===== src/rtl/periph_responder_pkg.sv =====
// Shared definitions for the memory-mapped peripheral responder: register offsets,
// CTRL bit positions, access FSM states and the captured-request record.
package periph_responder_pkg;

    localparam logic [7:0] OFS_LED    = 8'h00;
    localparam logic [7:0] OFS_CTRL   = 8'h04;
    localparam logic [7:0] OFS_LOAD   = 8'h08;
    localparam logic [7:0] OFS_VAL    = 8'h0C;
    localparam logic [7:0] OFS_STATUS = 8'h10;

    localparam int CTRL_EN = 0;
    localparam int CTRL_AR = 1;
    localparam int CTRL_IE = 2;

    typedef enum logic {
        IDLE   = 1'b0,
        ACCESS = 1'b1
    } state_t;

    typedef struct packed {
        logic [7:0]  ofs;
        logic        wr;
        logic [31:0] dat;
    } req_t;

    // Word decode: the two byte-lane bits of the offset never select a register.
    function automatic logic ofs_is(input logic [7:0] ofs, input logic [7:0] reg_ofs);
        return (ofs & 8'hFC) == reg_ofs;
    endfunction

endpackage


===== src/rtl/periph_timer.sv =====
// 32-bit down-counting timer with reload and sticky expiry flag (IE stored only with PERIPH_IRQ_EN).
// Latency: register writes take effect on the strobe edge; VAL steps once per cycle while enabled.
// Backpressure: none; write strobes are single-cycle and always accepted.
module periph_timer
    import periph_responder_pkg::*;
(
    input  logic        clock,
    input  logic        rst,
    input  logic        ctrl_we,
    input  logic [1:0]  ctrl_wdat,
`ifdef PERIPH_IRQ_EN
    input  logic        ctrl_ie_wdat,
`endif
    input  logic        load_we,
    input  logic [31:0] load_wdat,
    input  logic        status_clr,
    output logic        en,
    output logic        auto_reload,
    output logic        ie,
    output logic [31:0] load,
    output logic [31:0] val,
    output logic        expired
);

    logic expire;

    assign expire = en && (val == 32'd0);

    always_ff @(posedge clock or posedge rst) begin
        if (rst) begin
            en          <= 1'b0;
            auto_reload <= 1'b0;
            load        <= '0;
            val         <= '0;
            expired     <= 1'b0;
        end else begin
            if (load_we) begin
                load <= load_wdat;
            end
            if (en) begin
                if (val == 32'd0) begin
                    if (auto_reload) begin
                        val <= load;
                    end else begin
                        en <= 1'b0;
                    end
                end else begin
                    val <= val - 32'd1;
                end
            end
            // A CTRL write overrides the free-running step; only a 0->1 enable restarts from LOAD.
            if (ctrl_we) begin
                en          <= ctrl_wdat[CTRL_EN];
                auto_reload <= ctrl_wdat[CTRL_AR];
                if (ctrl_wdat[CTRL_EN] && !en) begin
                    val <= load;
                end
            end
            // Expiry takes priority over a same-cycle clear.
            if (expire) begin
                expired <= 1'b1;
            end else if (status_clr) begin
                expired <= 1'b0;
            end
        end
    end

`ifdef PERIPH_IRQ_EN
    always_ff @(posedge clock or posedge rst) begin
        if (rst) begin
            ie <= 1'b0;
        end else if (ctrl_we) begin
            ie <= ctrl_ie_wdat;
        end
    end
`else
    assign ie = 1'b0;
`endif

endmodule


===== src/rtl/periph_responder.sv =====
// Peripheral responder for a 256-byte window: LED register plus timer; optional irq via PERIPH_IRQ_EN.
// Latency: busy_per high WAIT_STATES+1 cycles per access; read data lands on the edge busy_per falls.
// Backpressure: busy_per; ld_mem during an access or outside the window is dropped, nothing queues.
module periph_responder
    import periph_responder_pkg::*;
#(
    parameter logic [31:0] BASE_ADDR   = 32'h4000_0000,
    parameter int          WAIT_STATES = 1,
    parameter int          LED_W       = 4
) (
    input  logic             clock,
    input  logic             rst,
    input  logic             ld_mem,
    input  logic             mem_wr,
    input  logic [31:0]      addr_mem,
    input  logic [31:0]      din_mem,
    output logic             hit,
    output logic             busy_per,
    output logic [31:0]      dout_per,
    output logic [LED_W-1:0] out_leds
`ifdef PERIPH_IRQ_EN
    ,
    output logic             irq
`endif
);

    localparam logic [3:0] WAIT_INIT = 4'(WAIT_STATES);

    state_t           state;
    state_t           state_nxt;
    logic [3:0]       wait_cnt;
    req_t             req;
    logic             capture;
    logic             commit;
    logic             wr_commit;
    logic [31:0]      rd_dat;
    logic [LED_W-1:0] led_q;

    logic             tmr_en;
    logic             tmr_ar;
    logic             tmr_ie;
    logic [31:0]      tmr_load;
    logic [31:0]      tmr_val;
    logic             tmr_expired;

    assign hit = (addr_mem[31:8] == BASE_ADDR[31:8]);

    always_comb begin
        state_nxt = state;
        capture   = 1'b0;
        commit    = 1'b0;
        busy_per  = 1'b0;
        case (state)
            IDLE: begin
                if (ld_mem && hit) begin
                    capture   = 1'b1;
                    state_nxt = ACCESS;
                end
            end
            ACCESS: begin
                busy_per = 1'b1;
                if (wait_cnt == 4'd0) begin
                    commit    = 1'b1;
                    state_nxt = IDLE;
                end
            end
            default: state_nxt = IDLE;
        endcase
    end

    always_ff @(posedge clock or posedge rst) begin
        if (rst) begin
            state    <= IDLE;
            wait_cnt <= '0;
            req      <= '0;
        end else begin
            state <= state_nxt;
            if (capture) begin
                wait_cnt <= WAIT_INIT;
                req      <= '{ofs: addr_mem[7:0], wr: mem_wr, dat: din_mem};
            end else if (state == ACCESS && wait_cnt != 4'd0) begin
                wait_cnt <= wait_cnt - 4'd1;
            end
        end
    end

    assign wr_commit = commit && req.wr;

    periph_timer u_timer (
        .clock       (clock),
        .rst         (rst),
        .ctrl_we     (wr_commit && ofs_is(req.ofs, OFS_CTRL)),
        .ctrl_wdat   (req.dat[CTRL_AR:CTRL_EN]),
`ifdef PERIPH_IRQ_EN
        .ctrl_ie_wdat(req.dat[CTRL_IE]),
`endif
        .load_we     (wr_commit && ofs_is(req.ofs, OFS_LOAD)),
        .load_wdat   (req.dat),
        .status_clr  (wr_commit && ofs_is(req.ofs, OFS_STATUS) && req.dat[0]),
        .en          (tmr_en),
        .auto_reload (tmr_ar),
        .ie          (tmr_ie),
        .load        (tmr_load),
        .val         (tmr_val),
        .expired     (tmr_expired)
    );

    always_comb begin
        rd_dat = '0;
        if (ofs_is(req.ofs, OFS_LED)) begin
            rd_dat[LED_W-1:0] = led_q;
        end else if (ofs_is(req.ofs, OFS_CTRL)) begin
            rd_dat[CTRL_EN] = tmr_en;
            rd_dat[CTRL_AR] = tmr_ar;
            rd_dat[CTRL_IE] = tmr_ie;
        end else if (ofs_is(req.ofs, OFS_LOAD)) begin
            rd_dat = tmr_load;
        end else if (ofs_is(req.ofs, OFS_VAL)) begin
            rd_dat = tmr_val;
        end else if (ofs_is(req.ofs, OFS_STATUS)) begin
            rd_dat[0] = tmr_expired;
        end
    end

    always_ff @(posedge clock or posedge rst) begin
        if (rst) begin
            dout_per <= '0;
            led_q    <= '0;
        end else begin
            if (commit && !req.wr) begin
                dout_per <= rd_dat;
            end
            if (wr_commit && ofs_is(req.ofs, OFS_LED)) begin
                led_q <= req.dat[LED_W-1:0];
            end
        end
    end

    assign out_leds = led_q;

`ifdef PERIPH_IRQ_EN
    always_ff @(posedge clock or posedge rst) begin
        if (rst) begin
            irq <= 1'b0;
        end else begin
            irq <= tmr_expired & tmr_ie;
        end
    end
`endif

endmodule

===== config.mk =====
export PLATFORM = sky130hd
export DESIGN_NAME = periph_responder
export DESIGN_NICKNAME = d
export VERILOG_FILES = /design/src/rtl/periph_responder_pkg.sv /design/src/rtl/periph_timer.sv /design/src/rtl/periph_responder.sv
export SDC_FILE = /design/constraint.sdc
export NUM_CORES = 1
export LEC_CHECK = 0
export ABC_AREA = 0
export CAP_MARGIN = 25
export CELL_PAD_IN_SITES_DETAIL_PLACEMENT = 1
export CELL_PAD_IN_SITES_GLOBAL_PLACEMENT = 2
export CORE_MARGIN = 2
export CORE_UTILIZATION = 38
export DETAILED_ROUTE_END_ITERATION = 16
export HOLD_SLACK_MARGIN = 0.02
export MAX_ROUTING_LAYER = met4
export PLACE_DENSITY_LB_ADDON = 0.1
export SYNTH_ARGS = -nofsm -noshare
export SYNTH_HDL_FRONTEND = slang
export SYNTH_HIERARCHICAL = 1
export SYNTH_SLANG_ARGS = --single-unit

===== constraint.sdc =====
create_clock -name clock -period 6.7 [get_ports clock]
set_clock_uncertainty 0.2 [all_clocks]
set_input_delay 1.005 -clock clock [delete_from_list [all_inputs] [get_ports clock]]
set_output_delay 1.005 -clock clock [all_outputs]
set_load 0.01 [all_outputs]

* Yosys cells after proc, flatten, opt, wreduce, memory -nomap -nowiden
Index checks and enable logic that the tools add are counted.
Operators by class: muxes and demuxes 28, equal/unequal tests 5, bitwise logic cells 1, add/sub/neg operators 2, reductions and logical operators 19
Operators by type and width (number):
- 32-bit two-way mux | 6
- 32-bit zero test | 1
- 32-bit by 1-bit subtractor with 32-bit output, second input constant | 1
- 31-bit two-way mux | 1
- 29-bit two-way mux | 1
- 28-bit two-way mux | 1
- 24-bit by 23-bit equality test with 1-bit output, second input constant | 1
- 1-bit two-way mux | 14
- 6-bit by 2-bit equality test with 1-bit output, second input constant | 2
- 4-bit two-way mux | 3
- 1-bit logical AND | 11
- 8-bit zero test | 1
- 6-bit by 1-bit equality test with 1-bit output, second input constant | 1
- 6-bit by 3-bit equality test with 1-bit output, second input constant | 1
- 4-bit zero test | 1
- 2-bit nonzero test | 2
- 4-bit nonzero test | 1
- 4-bit by 1-bit subtractor with 4-bit output, second input constant | 1
- 3-bit two-way mux | 1
- 1-bit zero test | 2
- 1-bit case mux with 2 select lines | 1
- 1-bit inverter | 1
Storage, ports and cells: flip-flop bits (word level) 149, output and inout bits 38

* Depth between registers and ports, before layout
Gate-level depths: netlist of run 1.
word-level depth 8, mapped depth 11, mapped depth without buffers 10

* Modules after synthesis
The synthesis of run 1 kept the hierarchy.
Modules (own cells, without submodules):
- periph_timer | cells an instance 379, seq. area each 1676.6 um^2, area each 3707.3 um^2, instances 1
- periph_responder | cells an instance 290, seq. area each 2001.9 um^2, area each 3570.9 um^2, instances 1

* Least setup slack after synthesis of run 1
OpenSTA, ideal clock, no wires.
path type input port to output port, from input addr_mem[27], to output hit, data required time 5495 ps, arrival time 1679 ps, path buffers 0, stages 3, slack 3816 ps, cell sequence nor4b_1 -> nand4_1 -> nor2_1
Between the ends: cells in the longest elaborated chain, start to end 1
Ends and longest elaborated chain:
- start, declared | RTL line periph_responder.sv:15 | input logic [31:0] addr_mem,
- 24-bit by 23-bit equality test with 1-bit output | RTL line periph_responder.sv:46 | assign hit = (addr_mem[31:8] == BASE_ADDR[31:8]);
- end, declared | RTL line periph_responder.sv:17 | output logic hit,
No other way between the ends.

* Worst setup path after layout of run 1
Ends and elaborated chain as after synthesis.

==> results of run 1 <==
-- cells in the mapped netlist (10+ instances only) --
cell / instances / area [µm²]
dfrtp_1: 147 / 3680
nand2_1: 72 / 270
mux2_2: 70 / 788
o21ai_0: 57 / 285
mux2i_1: 33 / 330
clkbuf_1: 23 / 86.3
nand3_1: 23 / 115
nor2_1: 21 / 78.8
nor4_1: 20 / 125
a21oi_1: 19 / 95.1
nor3_1: 18 / 90.1
inv_1: 16 / 60.1
or3_1: 10 / 62.6
-- worst reg2reg max path: cells and delay by family, from the launching register on --
| kind | cells | cell delay [ns] |
|---|---|---|
| simple gates | 4 | 2.53 |
| flops | 1 | 0.43 |
| compound gates | 1 | 0.35 |
-- per-stage QoR --
| step | std cells | util (%) | setup WS [ns] | hold WS, ns |
|---|---|---|---|---|
| final | 1008 | 48.7 | 2.85 | 0.284 |
| after detailed placement | 975 | 45.2 | 2.85 | 0.275 |
| after CTS | 1004 | 48.3 | 2.83 | 0.290 |
| after floorplan | 669 | - | 3.44 | 0.249 |
| after global routing | 1008 | 48.7 | 2.71 | 0.315 |
| after global placement | 974 | 45.1 | 2.85 | 0.268 |
-- layout make-up --
type,count,share of cell area (%)
tap,234,3.21
clock buffer,19,4.85
timing repair buffer,115,12.9
multi-input combinational,467,36.6
inverter,16,0.671
sequential,147,40.3
clock inverter,10,1.49
-- per-layer routing --
layer,GRT usage (%),wire length (µm),vias up
li1,-,-,2654
met1,26.0,8710,2922
met2,38.3,10700,95
met3,3.67,685,10
met4,5.00,123,0
met5,-,0,-
-- cells by family after synthesis --
group,Yosys count
DFF,147
and+or+nand+nor,215
adders and majority gates,4
muxes,108
buffers and inverters,55
other,1
AOI/OAI and AO/OA,130
xor gates and xnor gates,9
-- path summary, 6_finish.rpt --
path	endpoint	slack (ns)
min in group asynchronous	u_timer/load[26]	0.77
min	dout_per[11]	0.28
max reg2reg	u_timer/val[8]	3.07
max	hit	2.85
min reg2reg	dout_per[11]	0.28
max in group asynchronous	req[35]	4.83
-- cells in the final DEF (no fill, tap or decap), types with 7 or more instances in the layout --
master / n
o21ai_0: 57
a211oi_1: 9
buf_4: 7
nand2_1: 72
clkdlybuf4s50_1: 103
or3_1: 10
a21oi_1: 19
nor2_1: 21
mux2_2: 70
nor3_1: 17
inv_1: 14
nand3_1: 23
nand4_1: 7
clkbuf_16: 17
nor4_1: 20
dfrtp_1: 146
mux2i_1: 33
-- power by group --
part | internal, W | leakage, nW | total [W] | switching (W)
Combinational | 0.0000379 | 1.69 | 0.0000629 | 0.0000250
Clock | 0.000587 | 0.277 | 0.000952 | 0.000365
Sequential | 0.000888 | 2.05 | 0.000888 | 0.00000000610
-- flip-flops by register name, summed over array words and instances (netlist names) --
name                 cells
u_timer/load            32
u_timer/auto_reload      1
out_leds                 4
state                    1
wait_cnt                 4
u_timer/val             32
u_timer/en               1
req                     39
u_timer/expired          1
dout_per                32
==> results.json, run 1 <==
{
  "multiInputGateArea_um2": 3340,
  "wl_um": 20200,
  "clkLatencyLatePin_ns": 0.42,
  "synth_fp_nets": 741,
  "hold_start": "dout_per[11]",
  "synthArstFlopShare_pct": 100,
  "cts-resized-gates": 0,
  "diodes": 0,
  "cts_tree": "built",
  "regArea_um2": 3680,
  "whs_path_depth": 2,
  "syn_area_per_cell_um2": 10.9,
  "period_share_pct": 57.5,
  "clock_sinks": 147,
  "drive_gt1_share_pct": 17.3,
  "portBuffers": 103,
  "synth_compound_area_share_pct": 11.7,
  "placed_area_um2": 8490,
  "min_path_type": "reg -> reg",
  "max_slew.worst_pin.slew_ns": 0.944,
  "dp_hpwl_um": 13400,
  "drt_iter0_drc": 208,
  "fin_crit_ns": 3.85,
  "dieHeight_um": 142,
  "vias": 5681,
  "synth_warnings": 6,
  "core_area_um2": 18800,
  "endpoint_kind": "output pin",
  "crit_cells": 5,
  "grt_pass1_wl_um": 33500,
  "finalPower_w": 0.00190,
  "cts_buffers": 17,
  "worstPathArrival_ns": 2.64,
  "synthCells": 669,
  "synth_area_um2": 7280,
  "post_cts_buffers": 0,
  "maxCapViolCount": 0,
  "path_common_cell": "clkdlybuf4s50_1",
  "cts_root_buffer": "clkbuf_16",
  "drc": 0,
  "grt_pass1_vias": 6275,
  "fin_area_um2": 9130,
  "worst_ir_drop_vdd_mv": 0.165,
  "antenna_found_initial": 0,
  "gp_congestion": 0.825,
  "via_per_inst": 5.64,
  "cpLargestDelayFamily": "buffers and inverters",
  "setup_tns_ns": 0,
  "critPathKind": "in -> out",
  "cts_max_level": 4,
  "dr.pass1.iters": 4,
  "drtAntennaViolNets": 0,
  "synth_fa_ha_area_share_pct": 0.688,
  "die-area_um2": 20300,
  "cp_max_fo": 2,
  "synth-main-ff-cell": "dfrtp_1",
  "cts_buffer_depth": 2,
  "drv_slew": 0,
  "startpoint": "addr_mem[27]",
  "pin_count": 106,
  "max_freq_ghz": 0.260,
  "grt_max_degree": 81,
  "yosys_register_bits": 147,
  "fin_nets": 836,
  "synthXorXnorAreaFrac_pct": 1.08,
  "syn_to_final_growth_pct": 25.5,
  "max_stage_delay_ns": 0.55,
  "status": "complete, no violations",
  "nFillCells": 2025,
  "start_kind": "input pin",
  "grtUsageTotal_pct": 21.7,
  "p_leak_nw": 4.02,
  "clk_pin_slew_ns": 0.06,
  "p_per_area_nw_per_um2": 208,
  "rsz0062_at_grt": "no",
  "start_util_pct": 38.8,
  "die_x_um": 142,
  "r2r_cells": 5,
  "synth_edf_count": 0,
  "worst-path-buf-inv": 2,
  "synth_top_family_by_area": "multiplexers",
  "setup_viol": 0,
  "synth_mux_area_share_pct": 16.5,
  "grt_overflow_total": 0,
  "slew_headroom_pct": 36.2,
  "worstReg2RegStart": "u_timer/val[26]",
  "wl_per_cell_um": 20.0,
  "num_rows": 50,
  "cp_cell_sequence": "clkdlybuf4s50_1 -> nor4b_1 -> nand4_1 -> nor2_1 -> clkdlybuf4s50_1",
  "ys_seq_area_share_pct": 50.5,
  "slowest_stage": "clkdlybuf4s50_1",
  "ys_types": 62,
  "hold_viol": 0,
  "cp.required_ns": 5.49,
  "cts_hold_buf": 0,
  "synthSimpleGateAreaFrac_pct": 15.9
}
No activity file was read; power rests on OpenSTA's default activity.
==> inputs of run 2 (changes only) <==
--- a/config.mk
+++ b/config.mk
@@ -10,7 +10,7 @@
 export CELL_PAD_IN_SITES_DETAIL_PLACEMENT = 1
 export CELL_PAD_IN_SITES_GLOBAL_PLACEMENT = 2
 export CORE_MARGIN = 2
-export CORE_UTILIZATION = 38
+export CORE_UTILIZATION = 32
 export DETAILED_ROUTE_END_ITERATION = 16
 export HOLD_SLACK_MARGIN = 0.02
 export MAX_ROUTING_LAYER = met4
==> constraint.sdc (replaced) <==
create_clock -name clock -period 3.1 [get_ports clock]
set_clock_uncertainty 0.2 [all_clocks]
set_input_delay 0.465 -clock clock [delete_from_list [all_inputs] [get_ports clock]]
set_output_delay 0.465 -clock clock [all_outputs]
set_load 0.01 [all_outputs]
==> results.json, run 2 (synthesis results as in run 1) <==
{
  "cts_max_level": 4,
  "die_x_um": 155,
  "diodes": 0,
  "final_common_cell": "dfrtp_1",
  "drive_gt1_share_pct": 19.9,
  "endpoint_kind": "flop",
  "cts_buffer_depth": 2,
  "min_path_type": "reg -> reg",
  "cpLargestDelayFamily": "simple AND/OR/NAND/NOR gates",
  "max_slew.worst_pin.slew_ns": 0.926,
  "fin_crit_ns": 2.82,
  "maxCapViolCount": 0,
  "clk_pin_slew_ns": 0.07,
  "die-area_um2": 24000,
  "start_kind": "flop",
  "cts_root_buffer": "clkbuf_16",
  "hold_start": "dout_per[26]",
  "slowest_stage": "dfrtp_1",
  "cts_buffers": 17,
  "path_common_cell": "nand2_1",
  "final_cell_mix": "dfrtp_1, clkdlybuf4s50_1, nand2_1, mux2_2, o21ai_0",
  "core_area_um2": 22500,
  "placed_area_um2": 8770,
  "p_per_area_nw_per_um2": 449,
  "grt_overflow_total": 0,
  "dieHeight_um": 155,
  "dr.pass1.iters": 4,
  "finalPower_w": 0.00421,
  "dp_hpwl_um": 14500,
  "rsz0062_at_grt": "no",
  "drv_slew": 0,
  "largest_reg_flops": 39,
  "cts_tree": "built",
  "pin_count": 106,
  "antenna_found_initial": 0,
  "cp_max_fo": 11,
  "setup_tns_ns": 0,
  "max_stage_delay_ns": 0.38,
  "grt_max_degree": 48,
  "crit_cells": 10,
  "hold_viol": 0,
  "fin_nets": 856,
  "grt_pass1_vias": 6418,
  "drt_iter0_drc": 181,
  "setup_viol": 0,
  "clock_sinks": 147,
  "grt_pass1_wl_um": 34700,
  "period_share_pct": 91.0,
  "cp.required_ns": 3.20,
  "gp_congestion": 0.840,
  "startpoint": "wait_cnt[0]",
  "final.setup.worst_slack_ns": 0.280,
  "drc": 0,
  "portBuffers": 103,
  "pre_cts_slack_ns": 0.212,
  "drtAntennaViolNets": 0,
  "r2r_cells": 10,
  "worst-path-buf-inv": 2,
  "top_register": "req",
  "slew_headroom_pct": 38.3,
  "p_leak_nw": 4.14,
  "vias": 5778,
  "syn_to_final_growth_pct": 29.0,
  "clkLatencyLatePin_ns": 0.43,
  "worstReg2RegStart": "wait_cnt[0]",
  "status": "complete, no violations",
  "via_per_inst": 5.34,
  "cp_cell_sequence": "inv_1 -> ha_1 -> and4bb_2 -> nand2_1 -> nor4b_2 -> buf_4 -> a21oi_1 -> nand2_1 -> o21ai_0 -> a211o_1",
  "wl_um": 21100,
  "worst_ir_drop_vdd_mv": 0.300,
  "grtUsageTotal_pct": 18.8,
  "post_cts_buffers": 0,
  "wl_per_cell_um": 19.5,
  "whs_path_depth": 2,
  "start_util_pct": 32.3,
  "critPathKind": "reg -> reg",
  "num_rows": 55,
  "worstPathArrival_ns": 2.92,
  "fin_area_um2": 9390,
  "max_freq_ghz": 0.355
}
run 2: changes by cell type in the layout (fill, tap and decap cells not counted), moves of 2 or more:
cell / change
buf_12: +5
buf_16: -3
buf_4: +20
clkinv_2: -3
clkinv_4: +2
clkinvlp_4: -3
inv_6: +7
inv_8: +3
run 2: routing by layer:
| layer | share of wire (%) | global-route usage [%] | vias to the layer above |
|---|---|---|---|
| li1 | - | - | 2703 |
| met1 | 45 | 23.1 | 2938 |
| met2 | 51 | 32.2 | 115 |
| met3 | 3.5 | 3.73 | 22 |
| met4 | 1.1 | 4.32 | 0 |
| met5 | 0 | - | - |
run 2: repair_timing:
| item | 4_1_cts | 5_1_grt |
|---|---|---|
| setup endpoints to repair | 0 | 1 |
| hold buffers | 0 | 0 |
| gates resized for setup | 0 | 1 |
| hold endpoints to repair | 0 | 0 |
run 2: per-stage QoR:
| step | hold WS, ns | util, % | instances |
|---|---|---|---|
| 2_1_floorplan | 0.249 | - | 669 |
| 3_3_place_gp | 0.269 | 39.0 | 1050 |
| 3_5_place_dp | 0.273 | 39.0 | 1050 |
| 4_1_cts | 0.288 | 41.7 | 1082 |
| 5_1_grt | 0.309 | 41.7 | 1082 |
| 6_report | 0.280 | 41.7 | 1082 |
run 2: layout make-up:
class / instances / area, µm²
clock buffers: 17 / 425
clock inverters: 15 / 181
fillers: 2426 / 13100
inverters: 16 / 61.3
multi-input cells: 467 / 3350
flip-flops and latches: 147 / 3680
well taps: 285 / 357
repair buffers: 135 / 1330
run 2: path summary, 6_finish.rpt:
check / endpoint / slack, ns
max: u_timer/val[27] / 0.28
min reg2reg: dout_per[26] / 0.28
min: dout_per[26] / 0.28
max reg2reg: u_timer/val[27] / 0.28
max in group asynchronous: req[12] / 1.70
min in group asynchronous: u_timer/load[28] / 0.30
run 2: tightest hold or removal path: cells and delay by family (launching register included):
family,cells,cell delay [ns]
AO/OA/AOI/OAI,1,0.06
AND/OR/NAND/NOR,1,0.05
flip-flops,1,0.34
run 2: power breakdown:
part	internal (W)	switching (W)
Sequential	0.00192	0.0000000148
Combinational	0.0000804	0.0000539
Clock	0.00122	0.000937
Total	0.00322	0.000991
